==> src/rtl/mux4_arbiter_if.sv <==
// Bus between the four requesters and the shared 4:1 mux arbiter.
//   req     : per-requester request, held high for the whole transfer
//   gnt     : registered one-hot grant, zero when nobody owns the path
//   sel     : registered mux select, index of the current or last owner
//   valid   : high exactly while gnt is non-zero
//   preempt : one-cycle pulse in the dead cycle after a forced release
// master = requester side, slave = arbiter side.
interface mux4_arbiter_if;
  logic [3:0] req;
  logic [3:0] gnt;
  logic [1:0] sel;
  logic       valid;
  logic       preempt;

  modport master (output req, input gnt, input sel, input valid, input preempt);
  modport slave  (input req, output gnt, output sel, output valid, output preempt);
endinterface

==> src/rtl/mux4_arbiter.sv <==
// Round-robin arbiter and sequencer for the shared 4:1 single-bit mux path.
// Grants one requester at a time and holds the grant until that requester
// releases. It inserts one dead cycle between owners, and it preempts an
// owner that holds the path for MAX_HOLD cycles while others wait.
// Ports:
//   clk   : rising-edge clock
//   rst_n : asynchronous active-low reset
//   bus   : slave side of mux4_arbiter_if (req in; gnt/sel/valid/preempt out)
// Parameter:
//   MAX_HOLD : max BUSY cycles per contended grant, 0 disables preemption
module mux4_arbiter #(
  parameter int unsigned MAX_HOLD = 8
) (
  input  logic           clk,
  input  logic           rst_n,
  mux4_arbiter_if.slave  bus
);

  localparam int unsigned N_REQ = 4;
  localparam int unsigned SEL_W = 2;
  localparam int unsigned CNT_W = (MAX_HOLD == 0) ? 1 : $clog2(MAX_HOLD + 1);
  localparam logic [CNT_W-1:0] HOLD_LAST =
    (MAX_HOLD == 0) ? '0 : CNT_W'(MAX_HOLD - 1);
  localparam logic PREEMPT_EN = (MAX_HOLD != 0);

  typedef enum logic [1:0] {
    ST_IDLE = 2'd0,
    ST_BUSY = 2'd1,
    ST_GAP  = 2'd2
  } state_e;

  state_e             state_q;
  logic [N_REQ-1:0]   gnt_q;
  logic [SEL_W-1:0]   sel_q;
  logic               valid_q;
  logic               preempt_q;
  logic [SEL_W-1:0]   last_q;
  logic [CNT_W-1:0]   hold_q;

  logic               win_found_c;
  logic [SEL_W-1:0]   win_idx_c;
  logic [SEL_W-1:0]   cand_c;
  logic               owner_req_c;
  logic               others_c;
  logic               hold_full_c;

  // Round-robin search: last+1, last+2, last+3, then last itself.
  always_comb begin
    win_found_c = 1'b0;
    win_idx_c   = last_q;
    cand_c      = '0;
    for (int unsigned k = 1; k <= N_REQ; k++) begin
      cand_c = last_q + SEL_W'(k);
      if (!win_found_c && bus.req[cand_c]) begin
        win_found_c = 1'b1;
        win_idx_c   = cand_c;
      end
    end
  end

  // Owner status. In BUSY gnt_q is the one-hot of sel_q, so masking with it
  // leaves only the competing requests.
  assign owner_req_c = bus.req[sel_q];
  assign others_c    = |(bus.req & ~gnt_q);
  assign hold_full_c = (hold_q == HOLD_LAST);

  // Arbitration FSM. All outputs are registered here.
  always_ff @(posedge clk or negedge rst_n) begin
    if (!rst_n) begin
      state_q   <= ST_IDLE;
      gnt_q     <= '0;
      sel_q     <= '0;
      valid_q   <= 1'b0;
      preempt_q <= 1'b0;
      last_q    <= SEL_W'(N_REQ - 1);
      hold_q    <= '0;
    end else begin
      preempt_q <= 1'b0;
      case (state_q)
        ST_IDLE, ST_GAP: begin
          if (win_found_c) begin
            state_q <= ST_BUSY;
            gnt_q   <= N_REQ'(1) << win_idx_c;
            sel_q   <= win_idx_c;
            last_q  <= win_idx_c;
            valid_q <= 1'b1;
            hold_q  <= '0;
          end else begin
            state_q <= ST_IDLE;
            gnt_q   <= '0;
            valid_q <= 1'b0;
          end
        end
        ST_BUSY: begin
          if (!owner_req_c) begin
            // A normal release takes priority over a coincident preemption.
            state_q <= ST_GAP;
            gnt_q   <= '0;
            valid_q <= 1'b0;
          end else if (PREEMPT_EN && hold_full_c && others_c) begin
            state_q   <= ST_GAP;
            gnt_q     <= '0;
            valid_q   <= 1'b0;
            preempt_q <= 1'b1;
          end else if (!hold_full_c) begin
            hold_q <= hold_q + CNT_W'(1);
          end
        end
        default: begin
          state_q <= ST_IDLE;
          gnt_q   <= '0;
          valid_q <= 1'b0;
        end
      endcase
    end
  end

  assign bus.gnt     = gnt_q;
  assign bus.sel     = sel_q;
  assign bus.valid   = valid_q;
  assign bus.preempt = preempt_q;

  // Structural invariants of the registered outputs.
  a_gnt_onehot : assert property (@(posedge clk) disable iff (!rst_n)
    $onehot0(gnt_q));
  a_valid_match : assert property (@(posedge clk) disable iff (!rst_n)
    valid_q == (|gnt_q));
  a_preempt_gap : assert property (@(posedge clk) disable iff (!rst_n)
    preempt_q |-> (state_q == ST_GAP));

endmodule

==> src/flat_wrapper.sv <==
// flat-port wrapper written by rule: the top's interface ports become plain ports
module mux4_arbiter_flat 
#(
  parameter int unsigned MAX_HOLD = 8
)
  (clk, rst_n, bus_req, bus_gnt, bus_sel, bus_valid, bus_preempt);
  mux4_arbiter_if bus_i ();
  input  logic clk;
  input  logic rst_n;
  input wire logic [$bits(bus_i.req)-1:0] bus_req;
  output wire logic [$bits(bus_i.gnt)-1:0] bus_gnt;
  output wire logic [$bits(bus_i.sel)-1:0] bus_sel;
  output wire logic [$bits(bus_i.valid)-1:0] bus_valid;
  output wire logic [$bits(bus_i.preempt)-1:0] bus_preempt;
  assign bus_i.req = bus_req;
  assign bus_gnt = bus_i.gnt;
  assign bus_sel = bus_i.sel;
  assign bus_valid = bus_i.valid;
  assign bus_preempt = bus_i.preempt;
  mux4_arbiter #(.MAX_HOLD(MAX_HOLD)) u_core (.clk(clk), .rst_n(rst_n), .bus(bus_i));
endmodule
==> config.mk <==
export PLATFORM = sky130hd
export DESIGN_NAME = mux4_arbiter_flat
export DESIGN_NICKNAME = d
export VERILOG_FILES = /design/src/rtl/mux4_arbiter_if.sv /design/src/rtl/mux4_arbiter.sv /design/src/flat_wrapper.sv
export SDC_FILE = /design/constraint.sdc
export NUM_CORES = 1
export LEC_CHECK = 0
export ABC_AREA = 1
export CAP_MARGIN = 20
export CORE_ASPECT_RATIO = 1.25
export CORE_MARGIN = 2
export CORE_UTILIZATION = 38
export CTS_BUF_LIST = sky130_fd_sc_hd__clkbuf_2
export CTS_CLUSTER_SIZE = 14
export DETAILED_ROUTE_END_ITERATION = 8
export PLACE_DENSITY = 0.65
export SYNTH_ARGS = -nofsm -noshare
export SYNTH_HDL_FRONTEND = slang
export SYNTH_SLANG_ARGS = --single-unit
export TNS_END_PERCENT = 100
==> constraint.sdc <==
create_clock -name clk -period 1.6 [get_ports clk]
set_clock_uncertainty 0.1 [all_clocks]
set_input_delay 0.16 -clock clk [delete_from_list [all_inputs] [get_ports clk]]
set_output_delay 0.16 -clock clk [all_outputs]
set_load 0.005 [all_outputs]
# Word-level counts from Yosys, hierarchy flattened
# Cells that the tools add are included.
classes:
  shift: 1
  n_bitwise: 2
  n_eq_ne: 8
  add_sub_neg: 4
  n_lt_le_gt_ge: 5
  n_mul: 0
  n_div: 0
  muxes: 38
  n_reduce_logical: 13
op_table:
  columns: ["op", "n"]
  rows:
  - ["2-to-1 mux 4 bit", 7]
  - ["2-to-1 mux 1 bit", 16]
  - ["case mux 4 bit (2 select lines)", 2]
  - ["less-than comparator 2 x 3 -> 1 bit, second input constant", 5]
  - ["2-to-1 mux 2 bit", 6]
  - ["binary-select mux 1 bit (select 2 bit)", 5]
  - ["AND reduction 5 bit", 1]
  - ["adder 2 bit, second input constant", 2]
  - ["adder 4 x 1 -> 4 bit, second input constant", 1]
  - ["AND 4 bit", 1]
  - ["== test 4 x 3 -> 1 bit, second input constant", 1]
  - ["logical AND 1 bit", 4]
  - ["!= test 2 x 1 -> 1 bit, second input constant", 2]
  - ["!= test 2 bit, second input constant", 2]
  - ["NOT 4 bit", 1]
  - ["case mux 2 bit (2 select lines)", 1]
  - ["OR reduction 4 bit", 1]
  - ["<< shifter 1 x 2 -> 4 bit, first input constant", 1]
  - ["logical NOT 1 bit", 3]
  - ["!= test 3 bit, second input constant", 1]
  - ["adder 2 x 1 -> 2 bit, second input constant", 1]
  - ["== test 2 x 1 -> 1 bit, second input constant", 1]
  - ["== test 2 bit, second input constant", 1]
  - ["logical NOT 2 bit", 1]
  - ["4 further kinds", 4]
totals:
  romBits: 0
  wordCells: 78
  n_memories: 0
  input_bits: 6
  ramBits: 0
  regBits: 16
  out_inout_bits: 8
  latchBits: 0

# Logic depth before layout (Yosys ltp)
# Gate-level depths: netlist (run 1).
depth:
  word_depth: 16
  ltp_mapped: 13
  ltp_nobuf: 12

# Worst setup path after synthesis (run 1)
# No wires, ideal clock.
synth_timing:
  kind: "register to register"
  from: "reg u_core.last_q[0]"
  to: "reg u_core.sel_q[0], in the netlist u_core.bus.sel[0]"
  path_buffers: 2
  t_arrival_ns: 1.471
  setup_ns: 0.117
  setup_slack_ns: -0.089
  synth_period_minus_slack_ns: 1.689
  stages_incl_launch_ff: 14
  t_required_ns: 1.383
  cell_sequence: "dfstp_2 > buf_6 > inv_6 > nand2_1 > nand2_1 > nand2_4 > nand2_4 > nor2_4 > nand3_2 > nand2_2 > buf_6 > inv_4 > nand2_2 > nand2_1"
synth_between:
  elab_chain_len: 14
  word_cells_on_any_way: 26
  cone_classes: "add/sub: 3; mux: 16; reduce/logical: 7"
synth_rtl:
  columns: ["element", "line", "rtl"]
  rows:
  - ["start, declared", "mux4_arbiter.sv:37", "logic [SEL_W-1:0] last_q;"]
  - ["start signal, assigned", "mux4_arbiter.sv:75", "last_q <= SEL_W'(N_REQ - 1);"]
  - ["start signal, assigned", "mux4_arbiter.sv:85", "last_q <= win_idx_c;"]
  - ["adder 2 x 1 -> 2 bit", "mux4_arbiter.sv:53", "cand_c = last_q + SEL_W'(k);"]
  - ["binary-select mux 1 bit (select 2 bit)", "mux4_arbiter.sv:54", "if (!win_found_c && bus.req[cand_c]) begin"]
  - ["2-to-1 mux 1 bit (not written as such)", "mux4_arbiter.sv:54", null]
  - ["2-to-1 mux 1 bit", "mux4_arbiter.sv:54", null]
  - ["logical NOT 1 bit", "mux4_arbiter.sv:54", null]
  - ["logical AND 1 bit", "mux4_arbiter.sv:54", null]
  - ["2-to-1 mux 1 bit", "mux4_arbiter.sv:54", null]
  - ["logical NOT 1 bit", "mux4_arbiter.sv:54", null]
  - ["logical AND 1 bit", "mux4_arbiter.sv:54", null]
  - ["2-to-1 mux 1 bit", "mux4_arbiter.sv:54", null]
  - ["logical NOT 1 bit", "mux4_arbiter.sv:54", null]
  - ["logical AND 1 bit", "mux4_arbiter.sv:54", null]
  - ["2-to-1 mux 1 bit", "mux4_arbiter.sv:54", null]
  - ["AND reduction 2 bit (no source line)", null, null]
  - ["end signal, assigned", "mux4_arbiter.sv:84", "sel_q <= win_idx_c;"]
  - ["end, declared", "mux4_arbiter.sv:34", "logic [SEL_W-1:0] sel_q;"]
# Parallel ways exist; a longest one is shown, timed or not. The select of a mux whose other input is x is not followed.
# A chain may end at the register's enable or synchronous reset.

# Worst setup path in the final report (run 1)
layout_timing:
  from: "reg u_core.last_q[0]"
  to: "reg u_core.gnt_q[2], in the netlist u_core.bus.gnt[2]"
layout_between:
  elab_chain_len: 16
  word_cells_on_any_way: 28
  cone_classes: "add/sub: 3; shift: 1; mux: 18; reduce/logical: 6"
layout_rtl:
  columns: ["element", "line", "rtl"]
  rows:
  - ["adder 2 x 1 -> 2 bit", "mux4_arbiter.sv:53", null]
  - ["binary-select mux 1 bit (select 2 bit)", "mux4_arbiter.sv:54", null]
  - ["2-to-1 mux 1 bit (not written as such)", "mux4_arbiter.sv:54", null]
  - ["2-to-1 mux 1 bit", "mux4_arbiter.sv:54", null]
  - ["logical NOT 1 bit", "mux4_arbiter.sv:54", null]
  - ["logical AND 1 bit", "mux4_arbiter.sv:54", null]
  - ["2-to-1 mux 1 bit", "mux4_arbiter.sv:54", null]
  - ["logical NOT 1 bit", "mux4_arbiter.sv:54", null]
  - ["logical AND 1 bit", "mux4_arbiter.sv:54", null]
  - ["2-to-1 mux 1 bit", "mux4_arbiter.sv:54", null]
  - ["logical NOT 1 bit", "mux4_arbiter.sv:54", null]
  - ["logical AND 1 bit", "mux4_arbiter.sv:54", null]
  - ["2-to-1 mux 2 bit", "mux4_arbiter.sv:54", null]
  - ["<< shifter 1 x 2 -> 4 bit", "mux4_arbiter.sv:83", "gnt_q <= N_REQ'(1) << win_idx_c;"]
  - ["2-to-1 mux 4 bit *", "mux4_arbiter.sv:81", "if (win_found_c) begin"]
  - ["case mux 4 bit (2 select lines) *", "mux4_arbiter.sv:79", "case (state_q)"]
  - ["end signal, assigned", "mux4_arbiter.sv:83", null]
  - ["end, declared", "mux4_arbiter.sv:33", "logic [N_REQ-1:0] gnt_q;"]
# Every way passes the cells marked *; elsewhere a longest branch is shown, timed or not. The select of a mux whose other input is x is not followed.

==> impl_metrics.toml, run 1 <==
[status]
status = "finished with violations"
violations = "setup timing"

[sta]
slew_headroom = 0.789
hold_viol = 0
setup_viol = 13
final-max-slew-violation-count = 0
rsz0062_at_grt = "true"
final.min_clock_period_ns = 1.79
setup_ws_ns = -0.192
fmax_mhz = 558
fin_crit_sh = 1.12
worst_slew_pin_slew_ns = 0.315

[cells_and_area]
final_area_um2 = 1600
fin_nets = 201
final_cell_mix = "nand2_1, buf_4, nand2_2"
drive_gt1_frac = 0.430
syn2layout_area_growth_pct = 55.0
antenna_cells = 0
seqCellArea_um2 = 379
final_common_cell = "nand2_1"
multi_input_area_um2 = 757
n_fill_cell = 243

[critical_path]
path_class = "reg -> reg"
start_kind = "register"
rr_startpoint = "u_core.last_q[0]"
startpoint = "u_core.last_q[0]"
worstPathMaxFanout = 6
required_ns = 1.70
arrival_ns = 1.89
cp-end-kind = "register"
worst_r2r_path_depth = 12

[yosys]
synth-seq-cells = 15
synth_top_area_cell = "dfrtp_1"
synth_area_um2 = 1030
synth_seq_area_share = 0.366
synth.avg_cell_area_um2 = 6.84
synth_top_area_frac = 0.315
syn_inst = 151
synthTopCellsByArea = "dfrtp_1, nand2_1, nand3_1, dfstp_2, inv_1"
syn_nets = 158
synth.distinct_cells = 26
ys_warn_count = 0

[clock_network]
numCtsBuffers = 3
worstSkewPairLatency_ns = 0.31
clkSlewWorstSetupHoldPaths_ns = 0.15
htreeDepth = 1
cts.sinks = 15
clk_path_buf_depth = 2
cts-root-buf = "clkbuf_2"
cts_tree = "done"

[drt]
routed_wl_um = 2830
dr.first_iter.drc_count = 22
ant_nets = 0
vias = 1101
drc = 0
firstDrtPassIters = 4
viasPerCell = 4.85
routedWlPerCell_um = 12.5

[power_and_ir_drop]
switching_share = 0.504
vdd_drop_max_uv = 1350
p_per_area_nw_per_um2 = 2280
p_comb_frac = 0.766
seq_power_share = 0.182
intPower_mw = 1.81
leakagePower_nw = 0.829
power_switching_mw = 1.84
p_clk_frac = 0.052

[global_routing]
first_global_vias = 1131
grt.total_usage = 0.198
grt_overflow_total = 0
grt_pass1_wl_um = 4820
antenna_found_initial = 0
grt_max_degree = 10

[worst_hold_path]
hold_depth = 1
worstHoldStart = "u_core.hold_q[0]"
hp-class = "reg -> reg"

[place]
place_area_um2 = 1350
dp_slack_ns = -0.302
hpwl_um = 2010
gp_congestion = 0.839
io_buffers = 13

[floorplan]
die_h_um = 62.3
initial_core_util = 0.393
fp.dieW_um = 50.6
io_pins = 14
die_area_um2 = 3160
fp.coreArea_um2 = 2630
rows = 21

[job]
drv_cap = 0
[per-layer routing]
layer  wire (µm)  track usage  part of all wire
met2        1620        0.367              0.57
met5           0            0                 0
met4          46       0.0743             0.016
met3          77       0.0313             0.027
met1        1080        0.219              0.38
[power by group through the flow]
stage | Clock (mW) | Combinational (mW) | Sequential, mW
CTS | 0.193 | 2.74 | 0.660
floorplan | 0 | 1.38 | 0.643
global route | 0.208 | 3.06 | 0.685
global placement | 0 | 2.00 | 0.661
detailed placement | 0 | 2.05 | 0.665
finish | 0.190 | 2.79 | 0.663
[critical path, stage by stage (launching register included)]
cell and delay, ns:
dfstp_2 0.62, buf_6 0.17, nand2_4 0.06, nand2_4 0.08, nand2_4 0.06, nand2_4 0.11
inv_2 0.07, nand3_4 0.08, inv_1 0.06, nand2_1 0.07, nand2_2 0.09, nand2_1 0.08
nand2_1 0.05
[flip-flops by register name, summed over array words and instances (netlist names)]
name	cells
u_core.state_q	2
u_core.hold_q	4
u_core.bus.sel	2
u_core.bus.gnt	4
u_core.bus.preempt	1
u_core.last_q	2
[through the flow]
stage / total power [mW] / hold slack [ns] / cells / TNS, ns / util
after floorplan: 2.02 / -0.236 / 151 / -0.495 / -
after global placement: 2.66 / 0.339 / 216 / -2.49 / 0.512
after detailed placement: 2.71 / 0.340 / 216 / -3.24 / 0.512
after CTS: 3.59 / 0.428 / 227 / -2.14 / 0.603
after global routing: 3.95 / 0.459 / 227 / -3.67 / 0.610
final: 3.64 / 0.428 / 227 / -2.13 / 0.610
[logic make-up after synthesis]
family / Yosys count / synth area share
adders and majority gates: 1 / 0.0121
DFF: 15 / 0.366
buffers and inverters: 17 / 0.0835
AOI/OAI and AO/OA: 10 / 0.0593
xor gates and xnor gates: 1 / 0.00848
and+or+nand+nor: 107 / 0.471
[cells in the mapped netlist]
master and count:
o22ai_1 2, nand3_2 2, nor2_2 2, nor3b_1 1
inv_2 2, ha_1 1, dfstp_2 2, buf_6 2
dfrtp_1 13, o21ai_0 3, o211ai_1 1, inv_4 1
nor2_1 9, o21ai_2 1, xor2_1 1, nand3_1 14
a21oi_1 1, a21boi_1 1, nand2_4 3, inv_1 11
nor3_1 1, nor2_4 1, nand2_2 6, inv_6 1
o21ai_1 1, nand2_1 68
[area by class of cell]
class                   instances  area share
clock buffers                   4      0.0125
inverters                      15      0.0398
multi-input cells             120       0.473
flip-flops and latches         15       0.237
well taps                      34      0.0266
repair buffers                 39       0.212
[worst paths after layout]
path / to / slack, ns
max reg2reg: u_core.bus.gnt[2] / -0.19
max: u_core.bus.gnt[2] / -0.19
min in group asynchronous: u_core.hold_q[3] / 0.52
max in group asynchronous: u_core.state_q[0] / 0.41
min reg2reg: u_core.hold_q[0] / 0.43
min: u_core.hold_q[0] / 0.43
[timing repair]
action | CTS | global route
setup endpoints to repair | 13 | 15
gates cloned | 1 | 0
gates resized for setup | 42 | 6
pin swaps | 25 | 7
hold buffers | 1 | 0
endpoints found under the hold margin | 4 | 0
setup buffers | 5 | 0
Power figures use the tool's default switching activity.
==> inputs of run 2 (changes only) <==
--- a/config.mk
+++ b/config.mk
@@ -5,7 +5,6 @@
 export SDC_FILE = /design/constraint.sdc
 export NUM_CORES = 1
 export LEC_CHECK = 0
-export ABC_AREA = 1
 export CAP_MARGIN = 20
 export CORE_ASPECT_RATIO = 1.25
 export CORE_MARGIN = 2
@@ -13,7 +12,7 @@
 export CTS_BUF_LIST = sky130_fd_sc_hd__clkbuf_2
 export CTS_CLUSTER_SIZE = 14
 export DETAILED_ROUTE_END_ITERATION = 8
-export PLACE_DENSITY = 0.65
+export PLACE_DENSITY = 0.67
 export SYNTH_ARGS = -nofsm -noshare
 export SYNTH_HDL_FRONTEND = slang
 export SYNTH_SLANG_ARGS = --single-unit
==> run 2 against run 1 <==
Effect of this change: the run still ends with setup timing left; critical endpoint is now u_core.bus.gnt[0]; wire length decreased by 38%; non-clock buffer count is 12 lower; final cell count shrank 44%; combinational power is 67% lower; synthesized cell count shrank 49%; sequential share of layout area grew 12 points; fmax grew 5.1%; worst hold slack got worse by 0.36 ns; power decreased by 50%; sequential power increased by 5.9%; flip-flop and latch count did not move.
==> impl_metrics.toml, run 2 <==
[status]
status = "finished with violations"
violations = "setup timing"

[drt]
firstDrtPassIters = 4
drc = 0
routedWlPerCell_um = 13.8
vias = 662
dr.first_iter.drc_count = 9
ant_nets = 0
routed_wl_um = 1750
viasPerCell = 5.25

[cells_and_area]
final_cell_mix = "buf_4, dfrtp_1, clkdlybuf4s50_1"
drive_gt1_frac = 0.274
n_fill_cell = 179
syn2layout_area_growth_pct = 36.4
antenna_cells = 0
fin_nets = 114
layout.cells.non_filler = 126
final_common_cell = "buf_4"

[power_and_ir_drop]
vdd_drop_max_uv = 869
leakagePower_nw = 0.506
p_per_area_nw_per_um2 = 1680
p_total_mw = 1.81

[sta]
slew_headroom = 0.784
setup_ws_ns = -0.105
rsz0062_at_grt = "true"
final.min_clock_period_ns = 1.70
final-max-slew-violation-count = 0
fin_crit_sh = 1.07
setup_viol = 6
worst_slew_pin_slew_ns = 0.323
fmax_mhz = 587
hold_viol = 0

[global_routing]
grt.total_usage = 0.173
grt_most_used_layer = "met2"
grt_max_degree = 16
antenna_found_initial = 0
grt_use_met2 = 0.280
gr-usage-met1 = 0.236
grt_pass1_wl_um = 3040
met3_usage = 0.0297
grt_overflow_total = 0
first_global_vias = 687

[floorplan]
die_area_um2 = 2450
initial_core_util = 0.402
rows = 18
fp.coreArea_um2 = 1960
io_pins = 14
die_h_um = 54.9
fp.dieW_um = 44.7

[critical_path]
max_stage_delay_ns = 0.53
path_class = "reg -> reg"
startpoint = "u_core.bus.sel[0]"
cp-end-kind = "register"
worstPathMaxFanout = 6
r2r-end = "u_core.bus.gnt[0]"
cp_cell_sequence = "mux4_2, and3b_4, and2_4, a32o_1"
start_kind = "register"
worst_r2r_path_depth = 4
rr_startpoint = "u_core.bus.sel[0]"
cp_slowest_cell = "mux4_2"
required_ns = 1.67
arrival_ns = 1.78
r2r_slack_ns = -0.10
crit_end = "u_core.bus.gnt[0]"

[yosys]
yosysMostFrequentCell = "dfrtp_1"
syn_nets = 84
synthTopCellsByArea = "dfrtp_1, dfstp_2, nand2b_1, nand2_1, a21oi_1"
synth_common_cells = "dfrtp_1, nand2_1, nor2_1"
synth_top_area_cell = "dfrtp_1"
synthFlopType = "dfrtp_1"
synth_seq_area_share = 0.480
synth_edf_count = 0
synth.distinct_cells = 31
async_reset_ff_frac = 1.00
syn_inst = 77
synth_top_area_frac = 0.413
synth.avg_cell_area_um2 = 10.2
synth-seq-cells = 15
ys_warn_count = 0
synth_area_um2 = 787

[place]
hpwl_um = 1380
place_inst = 122
gp_congestion = 0.775
io_buffers = 13

[clock_network]
numCtsBuffers = 3
worstSkewPairLatency_ns = 0.29
cts-root-buf = "clkbuf_2"
clkSlewWorstSetupHoldPaths_ns = 0.17
clk_path_buf_depth = 2
htreeDepth = 1
cts_tree = "done"
cts.sinks = 15
hold_buffers = 0
cts_setup_buffers = 0

[job]
drv_cap = 0

[worst_hold_path]
hp-class = "in -> async"
-- run 2: layer usage --
| metal | up-vias | routed length [µm] |
|---|---|---|
| met4 | 0 | 0 |
| met2 | 10 | 859 |
| met5 | - | 0 |
| li1 | 334 | - |
| met3 | 0 | 49 |
| met1 | 318 | 835 |
-- run 2: per-stage QoR --
stage               setup TNS, ns  worst slack [ns]  hold slack [ns]  utilization  cell area, µm²
floorplan                  -0.517            -0.142           -0.236            -             792
detailed placement          -2.44            -0.296            0.395        0.529            1040
global route               -0.956            -0.156           0.0676        0.548            1070
CTS                        -0.298            -0.104           0.0722        0.540            1060
finish                     -0.338            -0.105           0.0658        0.548            1070
global placement            -2.26            -0.274            0.388        0.529            1040
-- run 2: logic make-up after synthesis --
family / count (synthesis) / share of synthesized area
AND/OR/NAND/NOR: 37 / 0.253
AO/OA/AOI/OAI: 17 / 0.161
flip-flops: 15 / 0.480
multiplexers: 4 / 0.0668
buffers and inverters: 3 / 0.0238
adder cells (fa/ha/maj): 1 / 0.0159
-- run 2: worst min-delay path by stage --
stage	start	cells after the start	slack [ns]	endpoint
6_report	rst_n	2	0.07	u_core.bus.gnt[3]
5_1_grt	rst_n	2	0.07	u_core.bus.gnt[3]
4_1_cts	rst_n	2	0.07	u_core.bus.gnt[3]
3_5_place_dp	rst_n	2	0.40	u_core.bus.gnt[1]
3_3_place_gp	rst_n	2	0.39	u_core.bus.gnt[1]
2_1_floorplan	rst_n	0	-0.24	u_core.bus.gnt[0]
-- run 2: final cells by class --
cell class / count / area, µm² / share of cell area
inverters: 1 / 3.75 / 0.00350
flip-flops and latches: 15 / 378 / 0.352
clock inverters: 1 / 5.00 / 0.00466
repair buffers: 27 / 238 / 0.221
well taps: 20 / 25.0 / 0.0233
multi-input cells: 59 / 409 / 0.381
clock buffers: 3 / 15.0 / 0.0140
-- run 2: where the power goes --
group / internal (mW) / leakage (nW) / switching (mW)
Clock: 0.0566 / 0.0164 / 0.125
Sequential: 0.550 / 0.190 / 0.151
Combinational: 0.528 / 0.299 / 0.396
-- run 2: critical path: cells and delay by family, from the launching register on --
kind             cells  cell delay (ns)
flip-flops           1             0.41
AO/OA/AOI/OAI        1             0.20
AND/OR/NAND/NOR      2             0.38
multiplexers         1             0.53
-- run 2: what timing repair did --
action | 4_1_cts | 5_1_grt
cloned | 0 | 0
pin swaps | 0 | 1
hold endpoints to repair | 0 | 0
endpoints found under the setup margin | 5 | 12
resized for setup | 0 | 4
==> patch 1 (flow settings as in run 1) <==
`MAX_HOLD` is set to 8 in 2 places; all go to 16.
--- a/src/rtl/mux4_arbiter.sv
+++ b/src/rtl/mux4_arbiter.sv
@@ -9,7 +9,7 @@
 // Parameter:
 //   MAX_HOLD : max BUSY cycles per contended grant, 0 disables preemption
 module mux4_arbiter #(
-  parameter int unsigned MAX_HOLD = 8
+  parameter int unsigned MAX_HOLD = 16
 ) (
   input  logic           clk,
   input  logic           rst_n,
--- a/src/flat_wrapper.sv
+++ b/src/flat_wrapper.sv
@@ -1,7 +1,7 @@
 // flat-port wrapper written by rule: the top's interface ports become plain ports
 module mux4_arbiter_flat 
 #(
-  parameter int unsigned MAX_HOLD = 8
+  parameter int unsigned MAX_HOLD = 16
 )
   (clk, rst_n, bus_req, bus_gnt, bus_sel, bus_valid, bus_preempt);
   mux4_arbiter_if bus_i ();
Behaviour: not the same (a bounded check fails within 10 cycles, from zero or initial values and one cycle with rst_n low).
==> patch 1 against run 1 <==
- the flow still finishes with violations (setup timing)
- via count rose by 5.4%
- setup slack improved by 0.0014 ns
- synthesized area rose by 11%
- cell count rose by 6.2%
- utilization fell by 4.3 points
- design area rose by 3.3%
- total power rose by 1.1%
- die area rose by 10%
- wire length rose by 0.71%
- critical path depth fell by 1
- synthesized cell count rose by 7.9%
- sequential cell count rose by 1
- critical endpoint is now u_core.bus.sel[1]
- largest power group unchanged
==> patch 1: results (changes against run 1) <==
outcome: finished with violations (unchanged)
failing checks: setup timing (unchanged)
Post-Synth Adder-Cell Area: 2.18% (was 1.21%)
DRT iter0 DRCs: 29 (was 22)
wire length per cell: 11.8 µm (was 12.5 µm)
Syn Nets: 171 (was 158)
met3 WL post-DR: 92 µm (was 77 µm)
Hold Worst Slack: 0.0152 ns (was 0.428 ns)
post-synthesis instance total: 163 (was 151)
sw frac: 49.3% (was 50.4%)
GR Layer Usage met1: 20.7% (was 21.9%)
layout cell share with drive strength beyond 1: 36.1% (was 43.0%)
R2R depth: 11 (was 12)
Setup Buffers After CTS: 11 (was 5)
switching power: 0.00181 W (was 0.00184 W)
clock latency on the worst-skew pair: 0.29 ns (was 0.31 ns)
# resized after CTS: 21 (was 42)
# setup viols final: 14 (was 13)
M3 GR Usage: 2.50% (was 3.13%)
gr usage total: 19.0% (was 19.8%)
setup total negative slack: -2.24 ns (was -2.13 ns)
met2 WL: 1590 µm (was 1620 µm)
Reg2Reg Capture Point: u_core.bus.sel[1] (was u_core.bus.gnt[2])
hpwl dp: 2080 µm (was 2010 µm)
worst setup margin: -0.190 ns (was -0.192 ns)
XOR/XNOR Fraction of Synth Area: 0% (was 0.847%)
Final GP Congestion: 0.843 (was 0.839)
Critical Path Fanout Max: 8 (was 6)
nets@finish: 214 (was 201)
first-pass GRT wire length: 4910 µm (was 4820 µm)
Post-Place Cell Area: 0.00143 mm² (was 0.00135 mm²)
sequential area share after synthesis: 35.2% (was 36.6%)
Synth Area in Compound Gates: 8.19% (was 5.93%)
dpl cells: 225 (was 216)
-- patch 1: cell types whose count changed in the layout (fill, tap and decap cells not counted), sizes merged, moves of 2 or more --
cell	delta
nand3	-3
buf	+3
o21ai	+4
nand2	-2
inv	+7
-- patch 1: cell type report --
| class | count | area [µm²] |
|---|---|---|
| repair buffers | 41 | 364 |
| fillers | 315 | 1260 |
| flip-flops and latches | 16 | 403 |
| multi-input cells | 122 | 733 |
| inverters | 22 | 90.1 |
| well taps | 36 | 45.0 |
| clock buffers | 3 | 15.0 |
| clock inverters | 1 | 3.75 |
-- patch 1: worst max-delay path, stage by stage, from the launching register on --
cell and delay (ns):
dfstp_2 0.62, buf_12 0.13, nand2_2 0.05, nand2_2 0.10
nand2_1 0.09, nand2_2 0.14, inv_2 0.06, nand3_4 0.08
nand2_8 0.10, buf_6 0.14, nand2_1 0.04, nand2_1 0.05
==> patch 2 (settings of run 1) <==
Without the edit above. Re-encode `state_e` (3 states) as one-hot, 3 bits wide.
--- a/src/rtl/mux4_arbiter.sv
+++ b/src/rtl/mux4_arbiter.sv
@@ -23,10 +23,10 @@
     (MAX_HOLD == 0) ? '0 : CNT_W'(MAX_HOLD - 1);
   localparam logic PREEMPT_EN = (MAX_HOLD != 0);
 
-  typedef enum logic [1:0] {
-    ST_IDLE = 2'd0,
-    ST_BUSY = 2'd1,
-    ST_GAP  = 2'd2
+  typedef enum logic [2:0] {
+    ST_IDLE = 3'b001,
+    ST_BUSY = 3'b010,
+    ST_GAP  = 3'b100
   } state_e;
 
   state_e             state_q;
Formal check against the unedited RTL: no difference found for any inputs over 10 cycles, from zero or initial values and one cycle with rst_n low; not proved beyond that.
==> patch 2 against run 1 <==
- the flow still finishes with violations (setup timing)
- total power fell by 3.8%
- wire length rose by 3.4%
- sequential cell count rose by 1
- synthesized cell count rose by 2.6%
- worst hold slack got worse by 0.36 ns
- cell count rose by 1.3%
- die area rose by 9.1%
- utilization fell by 6.8 points
- setup slack got worse by 0.054 ns
- design area fell by 2.3%
- critical path depth fell by 1
- synthesized area rose by 9.8%
- critical endpoint is now u_core.bus.sel[0]
- largest power group unchanged
==> patch 2: results (changes against run 1) <==
FFs & Latches: 16 (was 15)
setup total negative slack: -2.99 ns (was -2.13 ns)
Main synth FF type: dfrtp_1 (unchanged)
Seq/total area: 25.8% (was 23.7%)
gr usage total: 18.8% (was 19.8%)
Post-Place Cell Area: 0.00144 mm² (was 0.00135 mm²)
clock latency on the worst-skew pair: 0.28 ns (was 0.31 ns)
Final GP Congestion: 0.811 (was 0.839)
slowest stage delay, CP: 0.70 ns (was 0.62 ns)
dpl cells: 222 (was 216)
Yosys cell types: 27 (was 26)
layout cell share with drive strength beyond 1: 36.1% (was 43.0%)
Detailed Route WL: 2930 µm (was 2830 µm)
1st-pass router iterations: 6 (was 4)
fraction of area in multi-input gates: 45.0% (was 47.3%)
fillers: 283 (was 243)
Non-clock buffer share: 19.8% (was 21.2%)
WP data arrival: 1.94 ns (was 1.89 ns)
first-pass GRT wire length: 4890 µm (was 4820 µm)
Worst slew margin: 50.7% (was 78.9%)
largest net degree at the start of global routing: 17 (was 10)
Worst VDD drop: 1.23 mV (was 1.35 mV)
largest cells by area after synthesis: dfrtp_1, nand2_1, dfstp_2, nand2_2, nand2_4 (was dfrtp_1, nand2_1, nand3_1, dfstp_2, inv_1)
clk cell area share: 1.20% (was 1.25%)
Leak: 0.806 nW (was 0.829 nW)
outcome: finished with violations (unchanged)
Hold/Removal Path Class: input port to asynchronous set/reset pin (was flip-flop to flip-flop)
# setup viols final: 14 (was 13)
wire length per cell: 12.7 µm (was 12.5 µm)
Multi-input comb cells: 120 (unchanged)
average cell area after synthesis: 7.32 µm² (was 6.84 µm²)
nets@finish: 202 (was 201)
switching power: 0.00181 W (was 0.00184 W)
bufs w/o clock: 37 (was 39)
clock buffers: 3 (was 4)
worst setup margin: -0.246 ns (was -0.192 ns)
via count: 1144 (was 1101)
tap cells: 36 (was 34)
failing checks: setup timing (unchanged)
DRT iter0 DRCs: 26 (was 22)
Critical Path Fanout Max: 8 (was 6)
Syn Nets: 162 (was 158)
FF/Latch Area: 404 µm² (was 379 µm²)
Hold Worst Slack: 0.0709 ns (was 0.428 ns)
sequential area share after synthesis: 35.6% (was 36.6%)
via count of the first global-routing pass: 1168 (was 1131)
Post-synth top cells: nand2_1, dfrtp_1, inv_1, nand2_2, nand3_1 (was nand2_1, nand3_1, dfrtp_1)
hpwl dp: 2290 µm (was 2010 µm)
inverter count: 17 (was 15)
-- patch 2: worst paths after layout --
check,start,to,cells after the start
max in group asynchronous,rst_n,u_core.state_q[0],2
min,rst_n,u_core.hold_q[0],2
min reg2reg,u_core.bus.gnt[0],u_core.bus.gnt[0],2
max,u_core.last_q[0],u_core.bus.sel[0],11
min in group clk,u_core.bus.gnt[0],u_core.bus.gnt[0],2
max reg2reg,u_core.last_q[0],u_core.bus.sel[0],11
-- patch 2: timing repair --
item / CTS / global route
gates resized for setup: 6 / 13
cloned: 0 / 0
setup endpoints to repair: 14 / 14
setup buffers: 3 / 1
pin swaps: 3 / 8
-- patch 2: power by group through the flow --
stage               Clock [W]  Sequential, W  Combinational [W]
detailed placement          0       0.000717            0.00218
global route         0.000202       0.000746            0.00285
global placement            0       0.000713            0.00213
CTS                  0.000184       0.000718            0.00233
floorplan                   0       0.000649            0.00156
finish               0.000175       0.000724            0.00261
-- patch 2: per-layer routing --
metal	global-route usage [%]	routed length, µm	vias up	part of all wire, %
met5	0	0	-	0
met4	7.69	78	0	2.7
met3	2.73	127	12	4.3
met2	33.4	1560	40	53
met1	21.9	1160	531	40
li1	-	-	561	-
-- patch 2: kinds of logic after synthesis --
family | after synthesis | share of synthesized area [%]
buffers and inverters | 19 | 8.93
AND/OR/NAND/NOR | 106 | 46.2
adder cells (fa/ha/maj) | 1 | 1.10
XOR/XNOR | 1 | 0.772
flip-flops | 16 | 35.6
AO/OA/AOI/OAI | 12 | 7.39
-- patch 2: per-stage QoR --
stage | setup WS, ns | power [W]
6_report | -0.246 | 0.00350
5_1_grt | -0.336 | 0.00380
4_1_cts | -0.211 | 0.00323
3_5_place_dp | -0.253 | 0.00290
3_3_place_gp | -0.263 | 0.00284
2_1_floorplan | -0.0576 | 0.00221
